[src/rtl/imem_port_arbiter.sv]
// Single-port SRAM arbiter shared by instruction fetch and the data-memory stage.
// The data side wins by default; an aging counter lets a starved fetch through
// after MAX_WAIT consecutive denials. SRAM controls are registered, and read data
// returns two cycles after the grant to whichever requester issued the read.
module imem_port_arbiter #(
   parameter int          ADDR_W   = 11,
   parameter int          DATA_W   = 32,
   parameter int unsigned MAX_WAIT = 3
) (
   input  logic              clk,
   input  logic              rst_n,
   input  logic              if_req,
   input  logic [ADDR_W-1:0] if_addr,
   output logic              if_gnt,
   output logic              if_rvalid,
   output logic [DATA_W-1:0] if_rdata,
   input  logic              dm_req,
   input  logic              dm_we,
   input  logic [ADDR_W-1:0] dm_addr,
   input  logic [DATA_W-1:0] dm_wdata,
   output logic              dm_gnt,
   output logic              dm_rvalid,
   output logic [DATA_W-1:0] dm_rdata,
   output logic              mem_cen,
   output logic              mem_wen,
   output logic              mem_oen,
   output logic [ADDR_W-1:0] mem_addr,
   output logic [DATA_W-1:0] mem_din,
   input  logic [DATA_W-1:0] mem_dout
);

   localparam int CNT_W = (MAX_WAIT < 1) ? 1 : $clog2(MAX_WAIT + 1);
   localparam logic [CNT_W-1:0] CNT_MAX  = CNT_W'(MAX_WAIT);
   localparam logic [CNT_W-1:0] CNT_ONE  = CNT_W'(1);
   localparam logic [CNT_W-1:0] CNT_ZERO = {CNT_W{1'b0}};

   // Access issued this cycle, decoded from the grants
   localparam logic [1:0] CMD_IDLE  = 2'd0;
   localparam logic [1:0] CMD_IF_RD = 2'd1;
   localparam logic [1:0] CMD_DM_RD = 2'd2;
   localparam logic [1:0] CMD_DM_WR = 2'd3;

   // Owner tag carried down the read-return pipeline
   localparam logic OWN_IF = 1'b0;
   localparam logic OWN_DM = 1'b1;

   logic              aged_s;
   logic              if_gnt_s;
   logic              dm_gnt_s;
   logic [1:0]        cmd_s;

   logic [CNT_W-1:0]  starve_cnt_q, starve_cnt_d;
   logic              cen_q, cen_d;
   logic              wen_q, wen_d;
   logic              oen_q, oen_d;
   logic [ADDR_W-1:0] addr_q, addr_d;
   logic [DATA_W-1:0] din_q, din_d;
   logic              rd1_v_q, rd1_v_d;
   logic              rd1_own_q, rd1_own_d;
   logic              rd2_v_q;
   logic              rd2_own_q;
   logic              if_rvalid_s;
   logic              dm_rvalid_s;

   // Arbitration: data has priority unless fetch has aged out; no grants in reset
   always_comb begin
      aged_s   = 1'b0;
      dm_gnt_s = 1'b0;
      if_gnt_s = 1'b0;
      if ((MAX_WAIT != 32'd0) && (starve_cnt_q == CNT_MAX)) begin
         aged_s = 1'b1;
      end else begin
         aged_s = 1'b0;
      end
      if (!rst_n) begin
         dm_gnt_s = 1'b0;
         if_gnt_s = 1'b0;
      end else begin
         dm_gnt_s = dm_req & ~(if_req & aged_s);
         if_gnt_s = if_req & ~dm_gnt_s;
      end
   end

   // Decode the granted access into one command
   always_comb begin
      cmd_s = CMD_IDLE;
      if (dm_gnt_s) begin
         cmd_s = dm_we ? CMD_DM_WR : CMD_DM_RD;
      end else if (if_gnt_s) begin
         cmd_s = CMD_IF_RD;
      end else begin
         cmd_s = CMD_IDLE;
      end
   end

   // Fetch starvation counter: clears when fetch is served or idle, saturates at MAX_WAIT
   always_comb begin
      starve_cnt_d = starve_cnt_q;
      if (if_gnt_s || !if_req) begin
         starve_cnt_d = CNT_ZERO;
      end else if (dm_gnt_s && (starve_cnt_q != CNT_MAX)) begin
         starve_cnt_d = starve_cnt_q + CNT_ONE;
      end else begin
         starve_cnt_d = starve_cnt_q;
      end
   end

   // Next SRAM pin values and read-return tag for the issued command
   always_comb begin
      cen_d     = 1'b1;
      wen_d     = 1'b1;
      oen_d     = 1'b1;
      addr_d    = addr_q;
      din_d     = din_q;
      rd1_v_d   = 1'b0;
      rd1_own_d = OWN_IF;
      case (cmd_s)
         CMD_IF_RD: begin
            cen_d     = 1'b0;
            oen_d     = 1'b0;
            addr_d    = if_addr;
            din_d     = {DATA_W{1'b0}};
            rd1_v_d   = 1'b1;
            rd1_own_d = OWN_IF;
         end
         CMD_DM_RD: begin
            cen_d     = 1'b0;
            oen_d     = 1'b0;
            addr_d    = dm_addr;
            din_d     = {DATA_W{1'b0}};
            rd1_v_d   = 1'b1;
            rd1_own_d = OWN_DM;
         end
         CMD_DM_WR: begin
            cen_d     = 1'b0;
            wen_d     = 1'b0;
            addr_d    = dm_addr;
            din_d     = dm_wdata;
         end
         default: begin
            cen_d     = 1'b1;
            wen_d     = 1'b1;
            oen_d     = 1'b1;
            addr_d    = addr_q;
            din_d     = din_q;
         end
      endcase
   end

   // State registers; reset also drops any read still in the return pipeline
   always_ff @(posedge clk) begin
      if (!rst_n) begin
         starve_cnt_q <= CNT_ZERO;
         cen_q        <= 1'b1;
         wen_q        <= 1'b1;
         oen_q        <= 1'b1;
         addr_q       <= {ADDR_W{1'b0}};
         din_q        <= {DATA_W{1'b0}};
         rd1_v_q      <= 1'b0;
         rd1_own_q    <= OWN_IF;
         rd2_v_q      <= 1'b0;
         rd2_own_q    <= OWN_IF;
      end else begin
         starve_cnt_q <= starve_cnt_d;
         cen_q        <= cen_d;
         wen_q        <= wen_d;
         oen_q        <= oen_d;
         addr_q       <= addr_d;
         din_q        <= din_d;
         rd1_v_q      <= rd1_v_d;
         rd1_own_q    <= rd1_own_d;
         rd2_v_q      <= rd1_v_q;
         rd2_own_q    <= rd1_own_q;
      end
   end

   // Steer SRAM output to the owner of the read returning this cycle; zero otherwise
   always_comb begin
      if_rvalid_s = rd2_v_q & (rd2_own_q == OWN_IF);
      dm_rvalid_s = rd2_v_q & (rd2_own_q == OWN_DM);
      if (if_rvalid_s) begin
         if_rdata = mem_dout;
      end else begin
         if_rdata = {DATA_W{1'b0}};
      end
      if (dm_rvalid_s) begin
         dm_rdata = mem_dout;
      end else begin
         dm_rdata = {DATA_W{1'b0}};
      end
   end

   assign if_gnt    = if_gnt_s;
   assign dm_gnt    = dm_gnt_s;
   assign if_rvalid = if_rvalid_s;
   assign dm_rvalid = dm_rvalid_s;
   assign mem_cen   = cen_q;
   assign mem_wen   = wen_q;
   assign mem_oen   = oen_q;
   assign mem_addr  = addr_q;
   assign mem_din   = din_q;

endmodule
[config.mk]
export PLATFORM = sky130hd
export DESIGN_NAME = imem_port_arbiter
export DESIGN_NICKNAME = d
export VERILOG_FILES = /design/src/rtl/imem_port_arbiter.sv
export SDC_FILE = /design/constraint.sdc
export NUM_CORES = 1
export LEC_CHECK = 0
export CAP_MARGIN = 5
export CORE_MARGIN = 8
export CORE_UTILIZATION = 34
export DETAILED_ROUTE_END_ITERATION = 12
export PLACE_DENSITY = 0.9
export SLEW_MARGIN = 20
export SYNTH_ARGS = -nofsm -noshare
export SYNTH_HDL_FRONTEND = slang
export SYNTH_SLANG_ARGS = --single-unit
[constraint.sdc]
create_clock -name clk -period 4.7 [get_ports clk]
set_input_delay 0.47 -clock clk [delete_from_list [all_inputs] [get_ports clk]]
set_output_delay 0.47 -clock clk [all_outputs]
set_load 0.01 [all_outputs]
# Yosys cells after proc, flatten, opt, wreduce, memory -nomap -nowiden
# Index checks and enable logic that the tools add are counted.
dict set report op_classes {
  bitwise 9
  order_cmp 0
  n_eq_ne 5
  multipliers 0
  div 0
  shifts 0
  addsub 1
  muxes 15
  n_reduce_logical 9
}
# op n
set ops {}
lappend ops {{32-bit 2-to-1 mux} 2}
lappend ops {{32-bit one-hot mux with 2 select lines} 1}
lappend ops {{11-bit one-hot mux with 2 select lines} 1}
lappend ops {{1-bit 2-to-1 mux} 10}
lappend ops {{2-bit equality test, second input constant} 3}
lappend ops {{2-bit OR reduction} 3}
lappend ops {{1-bit AND} 5}
lappend ops {{1-bit NOT} 4}
lappend ops {{2-bit nonzero test} 2}
lappend ops {{3-bit OR reduction} 1}
lappend ops {{2-bit by 1-bit adder with 2-bit output, second input constant} 1}
lappend ops {{2-bit by 1-bit equality test with 1-bit output, second input constant} 1}
lappend ops {{2-bit 2-to-1 mux} 1}
lappend ops {{2-bit inequality test, second input constant} 1}
lappend ops {{1-bit logical AND} 1}
lappend ops {{1-bit logical NOT} 1}
lappend ops {{1-bit logical OR} 1}
dict set report totals {
  out_inout_bits 114
  ff_bits 52
  latchBits 0
  romBits 0
  ram_bits 0
  mem_count 0
}

# Longest topological paths before layout
# Gate-level depths: netlist (run 1).
dict set report depth {
  ltp_word 13
  ltp_mapped 12
}

# Least setup slack after synthesis (run 1)
# No wires, ideal clock.
dict set report synth_timing {
  path_type {reg-to-reg}
  startpoint {reg starve_cnt_q[0]}
  endpoint {reg din_q[0] (netlist: mem_din[0])}
  stages_incl_launch_ff 12
  setup_time_ns 0.060
  required_time_ns 4.640
  arrival_time_ns 2.263
  slack_ns 2.377
  cell_sequence {dfxtp_1 > ha_1 > and2_1 > or2_1 > buf_6 > inv_2 > a21oi_1 > ha_1 > buf_2 > nor4b_4 > buf_6 > a22o_1}
}
dict set report synth_between {
  elab_cells_between_ends 17
}
# element line
set synth_lines {}
lappend synth_lines {{from (decl)} 52} ;# logic [CNT_W-1:0] starve_cnt_q, starve_cnt_d;
lappend synth_lines {{from (signal assigned)} 164} ;# starve_cnt_q <= starve_cnt_d;
lappend synth_lines {{2-bit equality test *} 70} ;# if ((MAX_WAIT != 32'd0) && (starve_cnt_q == CNT_MAX)) begin
lappend synth_lines {{1-bit 2-to-1 mux *} 70}
lappend synth_lines {{1-bit AND *} 79} ;# dm_gnt_s = dm_req & ~(if_req & aged_s);
lappend synth_lines {{1-bit NOT *} 79}
lappend synth_lines {{1-bit AND *} 79}
lappend synth_lines {{1-bit 2-to-1 mux *} 75} ;# if (!rst_n) begin
lappend synth_lines {{via dm_gnt} 21} ;# output logic dm_gnt,
lappend synth_lines {{2-bit 2-to-1 mux *} 87} ;# if (dm_gnt_s) begin
lappend synth_lines {{2-bit equality test / 2-bit by 1-bit equality test with 1-bit output (equally long branches)} 117} ;# case (cmd_s)
lappend synth_lines {{2-bit OR reduction (no line)} n/a}
lappend synth_lines {{32-bit one-hot mux with 2 select lines / 2-bit nonzero test (equally long branches)} n/a}
lappend synth_lines {{to (signal assigned)} 158} ;# din_q <= {DATA_W{1'b0}};
lappend synth_lines {{to (signal assigned)} 169} ;# din_q <= din_d;
lappend synth_lines {{to (decl)} 57} ;# logic [DATA_W-1:0] din_q, din_d;
# Mark *: on every way through the listed nets, which the timed path passes. The rest lies on a longest branch.
# A chain may end at the register's enable or synchronous reset.

# Final worst setup path (run 1)
dict set report layout_timing {
  startpoint {in rst_n}
  endpoint {reg addr_q[9] (netlist: mem_addr[9])}
}
dict set report layout_between {
  elab_chain_len 6
  elab_cells_between_ends 10
}
# element line
set layout_rtl {}
lappend layout_rtl {{from (decl)} 11} ;# input logic rst_n,
lappend layout_rtl {{1-bit 2-to-1 mux} 75}
lappend layout_rtl {{1-bit 2-to-1 mux} 89} ;# end else if (if_gnt_s) begin
lappend layout_rtl {{2-bit 2-to-1 mux} 87}
lappend layout_rtl {{2-bit equality test} 117}
lappend layout_rtl {{2-bit OR reduction (no line)} n/a}
lappend layout_rtl {{11-bit one-hot mux with 2 select lines / 2-bit nonzero test (equally long branches)} n/a}
lappend layout_rtl {{to (signal assigned)} 157} ;# addr_q <= {ADDR_W{1'b0}};
lappend layout_rtl {{to (signal assigned)} 168} ;# addr_q <= addr_d;
lappend layout_rtl {{to (decl)} 56} ;# logic [ADDR_W-1:0] addr_q, addr_d;
# Parallel ways exist; a longest one is shown, timed or not.

==> results.cfg, run 1 <==
[yosys]
synth_top_cell_by_area = dfxtp_1
synth_common_cells = dfxtp_1, and2_1, a22o_1, and3_1, clkbuf_1
yosysMostFrequentCell = dfxtp_1
syn_nets = 336
synth-seq-cells = 52
synth_cell_types = 26
synth_top_area_share_pct = 44.8
ys_seq_area_share_pct = 44.8
synth_cells = 242
syn-cell-area_um2 = 2320
synth_flop_cell = dfxtp_1
synth_edf_count = 0
syn-mean-instance-area_um2 = 9.60
yosysWarnings = 0
synthTopCellsByArea = dfxtp_1, a22o_1, and2_1
ys_async_sr_fraction_pct = 0

[setup_path]
worstSetupStartpoint = rst_n
required_ps = 4850
worstSetupPathType = in2reg
crit_chain = clkdlybuf4s50_1 > nand2_2 > or2_1 > inv_2 > a21oi_1 > ha_1 > inv_1 > o21ai_0 > a211oi_2
r2r_start = starve_cnt_q[0]
crit_arrival_ps = 4030
crit_slowest_cell = ha_1
cp-start-kind = input pin
crit_fanout = 25
ff2ff_setup_slack_ps = 1040
slowest_delay_ps = 770
critPathCaptureType = flip-flop

[global_routing]
grt_pass1_vias = 2664
grt_start_max_net_pins = 35
antenna_found_initial = 2
grt_pass1_wl_um = 14800
track_usage_pct = 19.0
overflow = 0

[route]
final_antenna_net_count = 0
via_count = 2564
wl_um = 9660
drc_errors = 0
wl_per_cell_um = 18.8
drtIter0Drc = 62
via_per_inst = 4.99
firstDrtPassIters = 4

[die]
die_x_um = 98.6
initial_core_util_pct = 34.6
rows = 30
die_h_um = 98.6
die_area_um2 = 9730
io-pin-count = 205
core-area_um2 = 6720

[power]
combPwrFrac_pct = 22.9
swShare_pct = 26.4
p_int_mw = 0.706
pwr-share-seq_pct = 49.5
p_per_area_nw_per_um2 = 216
p_clk_share_pct = 27.6
switchingPower_mw = 0.254
total_leakage_power_nw = 1.77
vdd_drop_max_uv = 194

[sta]
whs_ps = 441
maxSlewViolCount = 0
layout_setup_ws_ps = 820
hold_viol = 0
finClkSkew_ps = 18.1
timing.fmax_mhz = 258
period_needed_ps = 3880
finalSetupViolCount = 0
fin_crit_sh_pct = 82.6
rsz0062_at_grt = false
max-slew-margin-rel_pct = 41.3
worstMarginPinSlew_ps = 880
fin_setup_tns_ps = 0

[clocking]
cts-root-buf = clkbuf_8
numCtsBuffers = 5
post-cts-setup-buffers = 0
clock_sinks = 52
clock_path_buffers = 2
hold_buffers = 0
ctsResizeCount = 0
cts_tree = built
clkTransAtPathRegs_ps = 110
clock_latency_ps = 310
htree_levels = 2

[worst_hold_path]
hold_path_class = reg2reg
hp-start = starve_cnt_q[0]

[layout]
seqCellArea_um2 = 1040
drive_gt1_share_pct = 5.09
multiInputGateArea_um2 = 1130
fillers = 546
area_growth_pct = 91.8
postLayoutCoreUtil_pct = 66.3
final_cells = 514
final_nets = 525

[placement]
dp_slack_ps = 551
io_buffers = 204
gp_congestion = 0.764
dp_hpwl_um = 7800
placed_cells = 504

[status]
outcome = finished clean

[run]
maxCapViolCount = 0
## kinds of logic after synthesis
logic type	synth area share, %
adder cells (fa/ha/maj)	1.62
flip-flops	44.8
AND/OR/NAND/NOR	27.0
AO/OA/AOI/OAI	20.2
buffers and inverters	6.36
## cell type report
class	instances	share of cell area, %
tap	80	2.25
antenna	2	0.112
multi-input combinational	161	25.4
sequential	52	23.4
clock buffer	5	1.54
timing repair buffer	207	46.3
inverter	4	0.337
clock inverter	3	0.590
## path summary, 6_finish.rpt
kind                            cells after the start         endpoint
worst min-delay path                                1  starve_cnt_q[0]
worst max-delay path                                9      mem_addr[9]
worst max register to register                      9      mem_addr[9]
worst min register to register                      1  starve_cnt_q[0]
## state kept, by name (all words and copies together) (netlist names)
| name | flops |
|---|---|
| mem_addr | 11 |
| mem_cen | 1 |
| mem_din | 32 |
| mem_oen | 1 |
| mem_wen | 1 |
| rd1_own_q | 1 |
| rd1_v_q | 1 |
| rd2_own_q | 1 |
| rd2_v_q | 1 |
| starve_cnt_q | 2 |
## per-stage QoR
step	cell area (µm²)	total power, mW
after detailed placement	4350	0.706
after floorplan	2320	0.558
final	4450	0.960
after CTS	4450	0.969
after global placement	4350	0.700
after global routing	4450	1.01
## placed cells by master, fill, tap and decap left out, types with 5 or more instances in the layout
cell type	instances
and3_1	32
and2_1	37
dfxtp_1	52
o21ai_0	11
a22o_1	32
clkdlybuf4s50_1	204
nor2_1	12
a211oi_2	8
nor4_1	11
clkbuf_8	5
## critical path, delay by kind of cell
family | cells | cell delay [ps]
buffers and inverters | 3 | 1180
AND/OR/NAND/NOR | 2 | 1000
adder cells (fa/ha/maj) | 1 | 770
AO/OA/AOI/OAI | 3 | 600
## layer usage
metal | vias to the layer above | track usage, % | part of all wire (%)
li1 | 1246 | - | -
met1 | 1172 | 20.3 | 39
met2 | 133 | 34.9 | 51
met3 | 13 | 5.92 | 7.6
met4 | 0 | 5.79 | 2.4
met5 | - | 0 | 0
## power by group through the flow
stage | clock network, mW | logic (mW) | registers (mW)
floorplan | 0 | 0.0688 | 0.489
global placement | 0 | 0.215 | 0.485
detailed placement | 0 | 0.221 | 0.485
CTS | 0.272 | 0.222 | 0.475
global route | 0.294 | 0.235 | 0.479
finish | 0.265 | 0.220 | 0.475
Power figures use the tool's default switching activity.
==> run 2: changes to the inputs <==
--- a/config.mk
+++ b/config.mk
@@ -7,9 +7,9 @@
 export LEC_CHECK = 0
 export CAP_MARGIN = 5
 export CORE_MARGIN = 8
-export CORE_UTILIZATION = 34
+export CORE_UTILIZATION = 31
 export DETAILED_ROUTE_END_ITERATION = 12
-export PLACE_DENSITY = 0.9
+export PLACE_DENSITY = 0.84
 export SLEW_MARGIN = 20
 export SYNTH_ARGS = -nofsm -noshare
 export SYNTH_HDL_FRONTEND = slang
==> constraint.sdc (replaced) <==
create_clock -name clk -period 3.65 [get_ports clk]
set_input_delay 0.365 -clock clk [delete_from_list [all_inputs] [get_ports clk]]
set_output_delay 0.365 -clock clk [all_outputs]
set_load 0.01 [all_outputs]
==> results.cfg, run 2 (synthesis gave the netlist of run 1 again) <==
[clocking]
numCtsBuffers = 5
hold_buffers = 0
cts_tree = built
ctsResizeCount = 0
clkTransAtPathRegs_ps = 100
post-cts-setup-buffers = 0
cts-root-buf = clkbuf_8
clock_sinks = 52
clock_latency_ps = 300
clock_path_buffers = 2
htree_levels = 2

[route]
drtIter0Drc = 52
final_antenna_net_count = 0
drc_errors = 0
wl_per_cell_um = 17.9
via_count = 2531
via_per_inst = 4.71
firstDrtPassIters = 4
wl_um = 9600

[die]
die_x_um = 103
io-pin-count = 205
core-area_um2 = 7250
initial_core_util_pct = 32.0
die_h_um = 103
rows = 31
die_area_um2 = 10500

[placement]
gp_congestion = 0.811
dp_hpwl_um = 7800
io_buffers = 204
dp_slack_ps = 551

[power]
total_leakage_power_nw = 1.80
p_total_mw = 1.24
vdd_drop_max_uv = 245
p_per_area_nw_per_um2 = 274

[worst_hold_path]
hold_path_class = reg2reg
hold_depth = 1

[global_routing]
antenna_found_initial = 0
track_usage_pct = 16.7
grt_pass1_vias = 2538
grt_pass1_wl_um = 13800
use_met2_pct = 32.5
grt_start_max_net_pins = 35
grt_use_met1_pct = 17.0
use_met3_pct = 3.92
overflow = 0
top_usage_layer = met2

[sta]
maxSlewViolCount = 0
rsz0062_at_grt = false
hold_viol = 0
layout_setup_ws_ps = 849
period_needed_ps = 2800
finClkSkew_ps = 7.41
finalSetupViolCount = 0
max-slew-margin-rel_pct = 75.6
fin_setup_tns_ps = 0
worstMarginPinSlew_ps = 366
fin_crit_sh_pct = 76.7
timing.fmax_mhz = 357

[run]
maxCapViolCount = 0

[layout]
postLayoutCoreUtil_pct = 62.3
seqCellArea_um2 = 1040
fillers = 601
final_nets = 531
most-common-layout-cells = clkdlybuf4s50_1, dfxtp_1, and2_1
antenna_cells = 0
final_common_cell = clkdlybuf4s50_1
drive_gt1_share_pct = 6.39
largest_reg_flops = 32
multiInputGateArea_um2 = 1130
area_growth_pct = 94.6

[setup_path]
worstSetupPathType = in2reg
crit_fanout = 32
ff2ff_path_depth = 10
cp-start-kind = input pin
critPathCaptureType = flip-flop
ff2ff_setup_slack_ps = 1140
crit_arrival_ps = 3000
required_ps = 3840

[status]
outcome = finished clean
-- run 2: changes by cell type in the layout (fill, tap and decap cells not counted) --
cell,before,now
buf_4,3,9
diode_2,2,0
clkinv_4,0,1
clkinvlp_4,2,1
-- run 2: layout make-up --
| type | instances | share of cell area (%) |
|---|---|---|
| timing repair buffer | 213 | 46.7 |
| multi-input combinational | 161 | 25.1 |
| sequential | 52 | 23.0 |
| tap | 99 | 2.74 |
| clock buffer | 5 | 1.52 |
| clock inverter | 3 | 0.609 |
| inverter | 4 | 0.332 |
-- run 2: worst paths after layout --
check / to / start
worst max-delay path: mem_din[17] / rst_n
worst min register to register: rd2_own_q / rd1_own_q
worst max register to register: mem_din[17] / starve_cnt_q[0]
worst min-delay path: rd2_own_q / rd1_own_q
-- run 2: through the flow --
step                area (µm²)  instances  hold WS, ps
floorplan                 2320        242          407
global placement          4420        529          419
detailed placement        4420        529          422
CTS                       4520        537          447
global route              4520        537          458
finish                    4520        537          444
-- run 2: worst max-delay path, stage by stage --
cell and delay (ps):
clkdlybuf4s50_1 460, buf_4 200, nand2_2 230, or2_1 320, buf_4 210, ha_1 340, buf_4 250, and2_0 140
buf_4 230, a22o_1 220
-- run 2: layer usage --
metal | routed length [µm] | vias up
met3 | 846 | 12
met1 | 3700 | 1142
met2 | 4880 | 124
li1 | - | 1253
met5 | 0 | -
met4 | 178 | 0
-- run 2: where the power goes --
group	internal, mW	total, mW	switching [mW]
Clock	0.141	0.340	0.199
Sequential	0.593	0.605	0.0119
Combinational	0.180	0.293	0.113
==> run 3: changes to the inputs <==
==> constraint.sdc (replaced) <==
create_clock -name clk -period 2.6 [get_ports clk]
set_input_delay 0.26 -clock clk [delete_from_list [all_inputs] [get_ports clk]]
set_output_delay 0.26 -clock clk [all_outputs]
set_load 0.01 [all_outputs]
==> results.cfg, run 3 (synthesis gave the netlist of run 1 again) <==
[status]
outcome = finished clean

[clocking]
clock_path_buffers = 2
numCtsBuffers = 5
ctsResizeCount = 0
cts-root-buf = clkbuf_8
hold_buffers = 0
clock_sinks = 52
post-cts-setup-buffers = 0
cts_tree = built
clkTransAtPathRegs_ps = 90
htree_levels = 2
clock_latency_ps = 300

[global_routing]
grt_pass1_wl_um = 14500
grt_use_met1_pct = 17.9
track_usage_pct = 17.6
grt_pass1_vias = 2661
top_usage_layer = met2
overflow = 0
use_met3_pct = 4.12
antenna_found_initial = 0
use_met2_pct = 34.6
grt_start_max_net_pins = 34

[layout]
area_growth_pct = 95.5
antenna_cells = 0
largest_reg_flops = 32
drive_gt1_share_pct = 6.59
most-common-layout-cells = clkdlybuf4s50_1, dfxtp_1, and2_1
fillers = 637
final_nets = 533
final_common_cell = clkdlybuf4s50_1
multiInputGateArea_um2 = 1130
seqCellArea_um2 = 1040

[sta]
finClkSkew_ps = 8.77
timing.fmax_mhz = 437
period_needed_ps = 2290
fin_crit_sh_pct = 88.0
hold_viol = 0
worstMarginPinSlew_ps = 357
max-slew-margin-rel_pct = 76.0
finalSetupViolCount = 0
rsz0062_at_grt = false
layout_setup_ws_ps = 313
maxSlewViolCount = 0
fin_setup_tns_ps = 0

[setup_path]
crit_slowest_cell = dfxtp_1
crit_arrival_ps = 2500
cpMostUsedCell = ha_1
cp-start-kind = flip-flop
ff2ff_path_depth = 10
critPathCaptureType = flip-flop
required_ps = 2820
slowest_delay_ps = 330
crit_chain = ha_1 > and2_1 > or2_1 > inv_2 > a21oi_1 > ha_1 > buf_4 > inv_1 > o21ai_0 > a211oi_1
worstSetupPathType = reg2reg
crit_fanout = 17

[route]
via_per_inst = 4.78
final_antenna_net_count = 0
drtIter0Drc = 68
via_count = 2576
wl_um = 9870
drc_errors = 0
firstDrtPassIters = 4
wl_per_cell_um = 18.3

[run]
maxCapViolCount = 0

[placement]
gp_congestion = 0.794
io_buffers = 204
dp_slack_ps = 91.3
dp_hpwl_um = 8020

[die]
die_x_um = 103
io-pin-count = 205
die_h_um = 103
rows = 31
die_area_um2 = 10500
core-area_um2 = 7250
initial_core_util_pct = 32.0

[worst_hold_path]
hold_depth = 1
hold_path_class = reg2reg

[power]
vdd_drop_max_uv = 261
p_total_mw = 1.72
p_per_area_nw_per_um2 = 378
total_leakage_power_nw = 1.81
[run 3: cell types whose count changed in the layout (fill, tap and decap cells not counted)]
cell      before  now
buf_12         0    1
buf_4          9   10
clkbuf_1       0    1
inv_8          1    0
[run 3: layout make-up]
cell class | count | area share [%]
inverters | 4 | 0.331
clock buffers | 6 | 1.60
well taps | 99 | 2.73
clock inverters | 2 | 0.358
flip-flops and latches | 52 | 22.9
multi-input cells | 161 | 25.0
repair buffers | 215 | 47.1
[run 3: path summary, 6_finish.rpt]
| path | startpoint | slack, ps | to |
|---|---|---|---|
| min | rd1_own_q | 450 | rd2_own_q |
| max reg2reg | starve_cnt_q[0] | 310 | mem_addr[1] |
| max | starve_cnt_q[0] | 310 | mem_addr[1] |
| min reg2reg | rd1_own_q | 450 | rd2_own_q |
[run 3: through the flow]
stage	utilization [%]	area (µm²)	hold slack (ps)	cells
3_3_place_gp	61.4	4450	414	531
3_5_place_dp	61.4	4450	428	531
4_1_cts	62.6	4540	447	539
5_1_grt	62.6	4540	460	539
6_report	62.6	4540	447	539
2_1_floorplan	-	2320	322	242
[run 3: metal layers]
layer  routed length, µm  part of all wire [%]
met5                   0                     0
met4                 115                   1.2
met3                 839                   8.5
met2                5250                    53
met1                3670                    37
[run 3: where the power goes]
part	total (mW)	internal, mW	switching, mW
Combinational	0.417	0.256	0.160
Sequential	0.851	0.833	0.0182
Clock	0.450	0.192	0.258
[run 3: worst max-delay path, delay by kind of cell, from the launching register on]
kind                       cells  cell delay (ps)
AOI/OAI and AO/OA              3              420
buffers and inverters          3              540
and+or+nand+nor                2              420
DFF                            1              330
adders and majority gates      2              490
==> variant, RTL diff (flow settings as in run 2) <==
Make the reset (`rst_n`) asynchronous in one clocked block.
--- a/src/rtl/imem_port_arbiter.sv
+++ b/src/rtl/imem_port_arbiter.sv
@@ -148,7 +148,7 @@
    end
 
    // State registers; reset also drops any read still in the return pipeline
-   always_ff @(posedge clk) begin
+   always_ff @(posedge clk or negedge rst_n) begin
       if (!rst_n) begin
          starve_cnt_q <= CNT_ZERO;
          cen_q        <= 1'b1;
Behaviour: differs if rst_n is asserted again (counterexample within 4 cycles, from zero or initial values and one cycle with rst_n low); with rst_n held inactive, the same outputs for 10 cycles.
==> variant against run 2 <==
Register-to-register slack better by 150 ps; critical path depth fell by 7; sequential cell count is the same; sequential share of layout area is 4.7 points higher; via count grew 1.3%; design area grew 4.2%; total power increased by 14%; setup slack better by 240 ps; area after synthesis grew 9.3%; clock power down 4%; maximum frequency up 9.4%; routed wire length increased by 1.5%.
==> variant: results (changes against run 2) <==
- The share of synthesized area occupied by flip-flops and latches is 51.43% (was 44.83%).
* First DRT Iteration DRCs: 97 (was 52)
- The power dissipated in the clock network was 0.325 mW (was 0.340 mW).
* Most numerous cell types in the synthesized netlist: sky130_fd_sc_hd__dfrtp_1, sky130_fd_sc_hd__and2_1, sky130_fd_sc_hd__a22o_1, sky130_fd_sc_hd__and3_1, sky130_fd_sc_hd__clkbuf_1 (was sky130_fd_sc_hd__dfxtp_1, sky130_fd_sc_hd__and2_1, sky130_fd_sc_hd__a22o_1, sky130_fd_sc_hd__and3_1, sky130_fd_sc_hd__clkbuf_1)
- Clk_buf instances: 6 (was 5)
- The reg-to-reg endpoint is mem_din[18] (was mem_din[17]).
* Worst-path maximum fanout: 33 (was 32)
- Number of non-clock buffers: 209 (was 213)
* Register share of total power: 45.8% (was 48.9%)
* Top flip-flop cell by instance count after synthesis: sky130_fd_sc_hd__dfrtp_1 (was sky130_fd_sc_hd__dfxtp_1)
- NumNets Final: 525 (was 531)
- The routed length on met1 was 3892 um (was 3695 um).
- The detailed placer's ending HPWL was 7762 um (was 7795 um).
- The max-slew headroom at the worst pin was 46.96% (was 75.57%).
- The internal power summed over all cells came to 1.021 mW (was 0.9142 mW).
- Ratio of cells with drive above 1 in the final layout: 4.630% (was 6.393%)
- Area of the multi-input gates: 1059 um2 (was 1134 um2)
- The wire length on met3 is 870 um (was 846 um).
* Buffer share of cell area: 44.06% (was 46.68%)
* Met2 WL: 4910 um (was 4881 um)
- The maximum vdd ir drop is 0.1908 mV (was 0.2455 mV).
* GR Layer Usage met1: 18.48% (was 17.04%)
- GRT Resource Usage Total: 16.42% (was 16.74%)
- Top area cells in the synthesized netlist: sky130_fd_sc_hd__dfrtp_1, sky130_fd_sc_hd__a22o_1, sky130_fd_sc_hd__and2_1, sky130_fd_sc_hd__and3_1, sky130_fd_sc_hd__nand4b_1 (was sky130_fd_sc_hd__dfxtp_1, sky130_fd_sc_hd__a22o_1, sky130_fd_sc_hd__and2_1, sky130_fd_sc_hd__and3_1, sky130_fd_sc_hd__a211oi_2)
* Detailed Route WL: 9749 um (was 9601 um)
- The count of cell types in the netlist came to 24 (was 26).
- Net Count, Synth: 332 (was 336)
- Signal arrival time at the worst endpoint: 2200 ps (was 3000 ps)
- Status: finished clean (unchanged).
- The met2 routing resource usage after global routing is 29.18% (was 32.47%).
* Pin count of the biggest net entering global routing: 66 (was 35)
- Via count of the first global-routing pass: 2,609 (was 2,538)
- The topmost layer with routed signal wires is met4 (unchanged).
- The register share of the cell area was 27.72% (was 23.03%).
- Met3 GRT Util: 6.110% (was 3.916%)
- Inverters: 14 (was 4)
* Final worst clock skew: 6.699 ps (was 7.414 ps)
- Class of the tightest hold or removal check: in -> async (was reg -> reg)
* First-pass GRT wire length: 14,840 um (was 13,770 um)
- Worst R2R Path Depth: 8 (was 10)
- The number of multi-input combinational cells was 149 (was 161).
==> variant: cell types whose count changed after synthesis, moves of 11 or more <==
cell and change:
sky130_fd_sc_hd__dfxtp_1 -52, sky130_fd_sc_hd__dfrtp_1 +49, sky130_fd_sc_hd__o21ai_0 -11, sky130_fd_sc_hd__nor2_1 -11, sky130_fd_sc_hd__nand2_1 +13, sky130_fd_sc_hd__nor4_1 -11, sky130_fd_sc_hd__nand4b_1 +11
==> variant: worst max path at each step <==
stage,startpoint,slack [ps],end
2_1_floorplan,starve_cnt_q[0],1630,mem_addr[4]
3_3_place_gp,dm_req,580,mem_din[15]
3_5_place_dp,dm_req,450,mem_din[18]
4_1_cts,dm_req,780,mem_din[16]
5_1_grt,rd2_own_q,890,if_rdata[23]
6_report,rd2_own_q,1090,if_rdata[23]
==> variant: cell families after synthesis <==
kind of cell | after synthesis | synth area share (%)
buffers and inverters | 37 | 7.002
DFF | 52 | 51.43
adders and majority gates | 3 | 1.479
AOI/OAI and AO/OA | 47 | 15.83
and+or+nand+nor | 99 | 24.26
==> variant: critical path: stages (launching register included) <==
cell,delay (ps)
sky130_fd_sc_hd__dfrtp_1,390
sky130_fd_sc_hd__and2b_1,710
sky130_fd_sc_hd__and2_1,230
sky130_fd_sc_hd__clkdlybuf4s50_1,560
==> variant: through the flow <==
step | instance area [um2] | setup slack (ps) | total power [mW] | hold slack (ps) | std cells
6_report | 4708 | 1089 | 1.410 | 208.7 | 537
5_1_grt | 4708 | 894.5 | 1.485 | 254.8 | 537
4_1_cts | 4707 | 778.3 | 1.431 | 236.0 | 537
3_5_place_dp | 4621 | 450.2 | 1.100 | 342.4 | 529
3_3_place_gp | 4621 | 582.1 | 1.091 | 332.4 | 529
2_1_floorplan | 2537 | 1628 | 0.8071 | 69.41 | 238
